[src/rtl/instr_fetch_unit_if.sv]
// Instruction-memory fetch bus between the fetch unit (master) and instruction memory (slave).
// Handshake: ImemReq/ImemAddr come from the master; ImemData is taken in the same cycle ImemAck is seen while ImemReq=1.
interface instr_fetch_unit_if;
    logic [31:0] ImemAddr;
    logic        ImemReq;
    logic        ImemAck;
    logic [31:0] ImemData;

    modport master (
        output ImemAddr,
        output ImemReq,
        input  ImemAck,
        input  ImemData
    );

    modport slave (
        input  ImemAddr,
        input  ImemReq,
        output ImemAck,
        output ImemData
    );
endinterface

[src/rtl/instr_fetch_unit.sv]
// MIPS32 fetch front end: owns the PC, fetches over a req/ack bus, splits instruction fields, computes NextPC.
// Optional issued-instruction counter enabled by defining IFU_PERF_CNT_EN.
module instr_fetch_unit #(
    parameter logic [31:0] RESET_PC = 32'h0000_0000,
    parameter int          WORD_LEN = 32
) (
    input  logic                clk,
    input  logic                rst,
    instr_fetch_unit_if.master  imem,
    output logic [WORD_LEN-1:0] Instr,
    output logic [5:0]          OpCode,
    output logic [4:0]          Rs,
    output logic [4:0]          Rt,
    output logic [4:0]          Rd,
    output logic [5:0]          Funct,
    output logic [15:0]         Imm16,
    output logic                InstrValid,
    output logic [WORD_LEN-1:0] PC,
    output logic [WORD_LEN-1:0] PCPlus4,
    input  logic                Jump,
    input  logic                Branch,
    input  logic                Zero,
    input  logic                Stall,
    output logic [WORD_LEN-1:0] FetchCount,
    output logic                dbg_state_o
);

    typedef enum logic {
        S_FETCH = 1'b0,
        S_ISSUE = 1'b1
    } state_t;

    state_t              state_q, state_d;
    logic [WORD_LEN-1:0] pc_q, pc_d;
    logic [WORD_LEN-1:0] instr_q, instr_d;
    logic [WORD_LEN-1:0] next_pc;
    logic [WORD_LEN-1:0] br_off;
    logic                req;
    logic                valid;

    assign PCPlus4 = pc_q + 32'd4;
    assign br_off  = {{14{instr_q[15]}}, instr_q[15:0], 2'b00};

    // Jump outranks Branch; a branch is only taken when the ALU reports Zero.
    always_comb begin
        next_pc = PCPlus4;
        if (Jump) begin
            next_pc = {PCPlus4[31:28], instr_q[25:0], 2'b00};
        end else if (Branch && Zero) begin
            next_pc = PCPlus4 + br_off;
        end
    end

    always_comb begin
        state_d = state_q;
        pc_d    = pc_q;
        instr_d = instr_q;
        req     = 1'b0;
        valid   = 1'b0;
        case (state_q)
            S_FETCH: begin
                // The request is masked by rst so an in-flight access is dropped the moment reset rises.
                req = !rst;
                if (req && imem.ImemAck) begin
                    instr_d = imem.ImemData;
                    state_d = S_ISSUE;
                end
            end
            S_ISSUE: begin
                valid = 1'b1;
                if (!Stall) begin
                    pc_d    = next_pc;
                    state_d = S_FETCH;
                end
            end
            default: begin
                state_d = S_FETCH;
            end
        endcase
    end

    always_ff @(posedge clk or posedge rst) begin
        if (rst) begin
            state_q <= S_FETCH;
            pc_q    <= RESET_PC;
            instr_q <= '0;
        end else begin
            state_q <= state_d;
            pc_q    <= pc_d;
            instr_q <= instr_d;
        end
    end

    assign imem.ImemReq  = req;
    assign imem.ImemAddr = pc_q;
    assign InstrValid    = valid;
    assign PC            = pc_q;
    assign Instr         = instr_q;
    assign OpCode        = instr_q[31:26];
    assign Rs            = instr_q[25:21];
    assign Rt            = instr_q[20:16];
    assign Rd            = instr_q[15:11];
    assign Funct         = instr_q[5:0];
    assign Imm16         = instr_q[15:0];
    assign dbg_state_o   = state_q;

`ifdef IFU_PERF_CNT_EN
    logic                issue_go;
    logic [WORD_LEN-1:0] cnt_q;

    assign issue_go = (state_q == S_ISSUE) && !Stall;

    // Saturating so a long run never wraps back to a misleadingly small count.
    always_ff @(posedge clk or posedge rst) begin
        if (rst) begin
            cnt_q <= '0;
        end else if (issue_go && (cnt_q != '1)) begin
            cnt_q <= cnt_q + 32'd1;
        end
    end

    assign FetchCount = cnt_q;
`else
    assign FetchCount = '0;
`endif

endmodule

[src/flat_wrapper.sv]
// flat-port wrapper written by rule: the top's interface ports become plain ports
module instr_fetch_unit_flat 
#(
    parameter logic [31:0] RESET_PC = 32'h0000_0000,
    parameter int          WORD_LEN = 32
)
  (clk, rst, Instr, OpCode, Rs, Rt, Rd, Funct, Imm16, InstrValid, PC, PCPlus4, Jump, Branch, Zero, Stall, FetchCount, dbg_state_o, imem_ImemAddr, imem_ImemReq, imem_ImemAck, imem_ImemData);
  instr_fetch_unit_if imem_i ();
  input  logic clk;
  input  logic rst;
  output logic [WORD_LEN-1:0] Instr;
  output logic [5:0] OpCode;
  output logic [4:0] Rs;
  output logic [4:0] Rt;
  output logic [4:0] Rd;
  output logic [5:0] Funct;
  output logic [15:0] Imm16;
  output logic InstrValid;
  output logic [WORD_LEN-1:0] PC;
  output logic [WORD_LEN-1:0] PCPlus4;
  input  logic Jump;
  input  logic Branch;
  input  logic Zero;
  input  logic Stall;
  output logic [WORD_LEN-1:0] FetchCount;
  output logic dbg_state_o;
  output wire logic [$bits(imem_i.ImemAddr)-1:0] imem_ImemAddr;
  output wire logic [$bits(imem_i.ImemReq)-1:0] imem_ImemReq;
  input wire logic [$bits(imem_i.ImemAck)-1:0] imem_ImemAck;
  input wire logic [$bits(imem_i.ImemData)-1:0] imem_ImemData;
  assign imem_ImemAddr = imem_i.ImemAddr;
  assign imem_ImemReq = imem_i.ImemReq;
  assign imem_i.ImemAck = imem_ImemAck;
  assign imem_i.ImemData = imem_ImemData;
  instr_fetch_unit #(.RESET_PC(RESET_PC), .WORD_LEN(WORD_LEN)) u_core (.clk(clk), .rst(rst), .imem(imem_i), .Instr(Instr), .OpCode(OpCode), .Rs(Rs), .Rt(Rt), .Rd(Rd), .Funct(Funct), .Imm16(Imm16), .InstrValid(InstrValid), .PC(PC), .PCPlus4(PCPlus4), .Jump(Jump), .Branch(Branch), .Zero(Zero), .Stall(Stall), .FetchCount(FetchCount), .dbg_state_o(dbg_state_o));
endmodule
[config.mk]
export PLATFORM = sky130hd
export DESIGN_NAME = instr_fetch_unit_flat
export DESIGN_NICKNAME = d
export VERILOG_FILES = /design/src/rtl/instr_fetch_unit_if.sv /design/src/rtl/instr_fetch_unit.sv /design/src/flat_wrapper.sv
export SDC_FILE = /design/constraint.sdc
export NUM_CORES = 1
export LEC_CHECK = 0
export ABC_AREA = 0
export CORE_UTILIZATION = 40
export DETAILED_ROUTE_END_ITERATION = 12
export PLACE_DENSITY = 0.83
export SLEW_MARGIN = 20
export SYNTH_ARGS = -nofsm -noshare
export SYNTH_HDL_FRONTEND = slang
export SYNTH_SLANG_ARGS = --single-unit
export TNS_END_PERCENT = 100
[constraint.sdc]
create_clock -name clk -period 8.7 [get_ports clk]
set_clock_uncertainty 0.2 [all_clocks]
set_input_delay 0.87 -clock clk [delete_from_list [all_inputs] [get_ports clk]]
set_output_delay 0.87 -clock clk [all_outputs]
set_load 0.1 [all_outputs]
==> results.toml <==
[drt]
routedWlPerCell_um = 16.7
vias_per_cell = 5.43
drcViolationCount = 0
wirelength_um = 16800
drtPass1Iterations = 5
postRouteAntennaNets = 0
drtIter0Drc = 329
vias = 5475

[setup_path]
arrival_ps = 3860
rr_endpoint = "u_core.PC[31]$_DFFE_PP0P_"
path_class = "reg2out"
critPathMostFrequentCell = "and4_1"
crit_chain = "ha_1 > and4_1 > and4_1 > nand4_1 > or2_2 > xnor2_1 > clkdlybuf4s50_1"
end_kind = "output port"
critPathSlowestCell = "clkdlybuf4s50_1"
reg2regPathDepth = 13
worst_setup_path_start_kind = "register"
critical_path.top_delay_family = "simple AND/OR/NAND/NOR gates"
reg2reg_setup_slack_ps = 4630
r2r-start = "u_core.PC[2]$_DFFE_PP0P_"
required_ps = 7630
crit_path_max_fanout = 7
cp_num_buf_inv = 1
cp_slowest_stage_delay_ps = 1180

[synthesis]
synth_seq_cells = 63
synth_flop_cell = "dfrtp_1"
synth_edf_count = 0
syn-cell-area_mm2 = 0.00592
synthCells = 703
yosysWarnings = 0
ys_seq_area_share_pct = 26.6
synth_cell_type_count = 66
async_reset_ff_share_pct = 100
syn_avg_cell_area_um2 = 8.41

[run_status]
status = "finished clean"

[min_path]
hold_path.class = "reg2reg"
hold-path-cell-count = 1
min_to = "u_core.Instr[26]$_DFFE_PP0P_"
min_from = "u_core.Instr[26]$_DFFE_PP0P_"

[global_route]
grt_max_degree = 64
grt_pass1_vias = 4846
grt_pass1_wl_um = 25600
grt_overflow = 0
antenna_found_initial = 0
grt.total_usage_pct = 21.8

[layout]
multi_input_area_mm2 = 0.00348
antenna_cells = 0
final_common_cell = "clkdlybuf4s50_1"
seqCellArea_mm2 = 0.00158
drive_gt1_share_pct = 7.89
area_growth_syn_to_layout_pct = 31.1
fillers = 1297
final_util_pct = 53.6
layout_common_cells = "clkdlybuf4s50_1, nand2_1, dfrtp_1"
layout.nets = 895

[cts]
cts.clk_slew.worst_paths_ps = 50
worstSkewPairLatency_ps = 340
post_cts_buffers = 0
cts_sinks = 63
numCtsBuffers = 9
ctsResizeCount = 0
hold_buffers = 0
h-tree-depth = 3
clockRootBuffer = "clkbuf_16"
cts_tree = "done"
cts_buffer_depth = 2

[timing]
fmax_mhz = 203
slew_headroom_pct = 28.8
setup_viol = 0
tightest_slew_ps = 1060
rsz0062_at_grt = "no"
fin_crit_sh_pct = 56.6
fin_crit_ps = 4930
fin_setup_tns_ps = 0
drv_slew = 0
hold_viol = 0

[floorplanning]
dieArea_mm2 = 0.0153
rows = 44
die_height_um = 124
dieWidth_um = 124
num_io_pins = 245
start_util_pct = 40.9
coreArea_mm2 = 0.0145

[place]
hpwl_um = 12300
io_buffer_count = 206
gp_congestion = 0.951

[flow_run]
maxCapViolCount = 0
[registers in the layout (all words and copies together), names as in the netlist]
signal	count
u_core.Instr	32
u_core.PC	30
u_core.dbg_state_o	1
[per-layer routing]
| metal | vias to the layer above | GRT usage [%] | wire length [µm] |
|---|---|---|---|
| met4 | 0 | 9.26 | 345 |
| met3 | 25 | 4.35 | 1280 |
| met1 | 2604 | 28.6 | 7420 |
| li1 | 2578 | - | - |
| met5 | - | 0 | 0 |
| met2 | 268 | 34.7 | 7790 |
[layout make-up]
class	instances	area share (%)
clock inverter	3	0.839
tap	184	2.97
clock buffer	13	3.36
inverter	11	0.533
multi-input combinational	523	44.9
sequential	63	20.3
timing repair buffer	211	27.1
[synthesized netlist by cell type, types with 13 or more instances]
| cell | number | area share [%] |
|---|---|---|
| buf_4 | 112 | 14 |
| nand2_1 | 68 | 4.3 |
| dfrtp_1 | 63 | 27 |
| a21oi_1 | 55 | 4.7 |
| nor2_1 | 46 | 2.9 |
| ha_1 | 36 | 7.6 |
| o21ai_0 | 34 | 2.9 |
| mux2_2 | 31 | 5.9 |
| xnor2_1 | 31 | 4.6 |
| clkbuf_1 | 28 | 1.8 |
| nand3_1 | 20 | 1.7 |
| xor2_1 | 19 | 2.8 |
| a21o_1 | 13 | 1.6 |
[how the worst max path moves through the flow]
stage | cells past startpoint | from | to | slack (ps)
after CTS | 7 | u_core.PC[2]$_DFFE_PP0P_ | PCPlus4[26] | 3780
after global routing | 7 | u_core.PC[2]$_DFFE_PP0P_ | PCPlus4[26] | 3660
after floorplan | 15 | u_core.PC[2]$_DFFE_PP0P_ | u_core.PC[31]$_DFFE_PP0P_ | 2730
final | 7 | u_core.PC[2]$_DFFE_PP0P_ | PCPlus4[26] | 3770
after global placement | 7 | u_core.PC[2]$_DFFE_PP0P_ | PCPlus4[26] | 4280
after detailed placement | 7 | u_core.PC[2]$_DFFE_PP0P_ | PCPlus4[26] | 4170
[kinds of logic (layout without fill, tap and decap cells)]
| group | Yosys count | count (layout) | share of synthesized area (%) |
|---|---|---|---|
| DFF | 63 | 63 | 26.6 |
| buffers and inverters | 154 | 238 | 16.9 |
| AOI/OAI and AO/OA | 169 | 169 | 18.4 |
| and+or+nand+nor | 196 | 196 | 16.3 |
| other | 1 | 38 | 0.0634 |
| xor gates and xnor gates | 51 | 51 | 7.68 |
| adders and majority gates | 37 | 37 | 7.95 |
| muxes | 32 | 32 | 6.07 |
[stage by stage]
stage	instance area (µm²)	cells	setup slack (ps)	hold slack (ps)
5_1_grt	7750	1008	3660	359
3_3_place_gp	7430	992	4280	311
4_1_cts	7750	1008	3780	331
2_1_floorplan	6050	740	2730	787
6_report	7750	1008	3770	326
3_5_place_dp	7430	992	4170	318
Power is left out: the tool's default activity adds up to more than one toggle a clock period on the data nets, which glitch-free logic cannot reach.
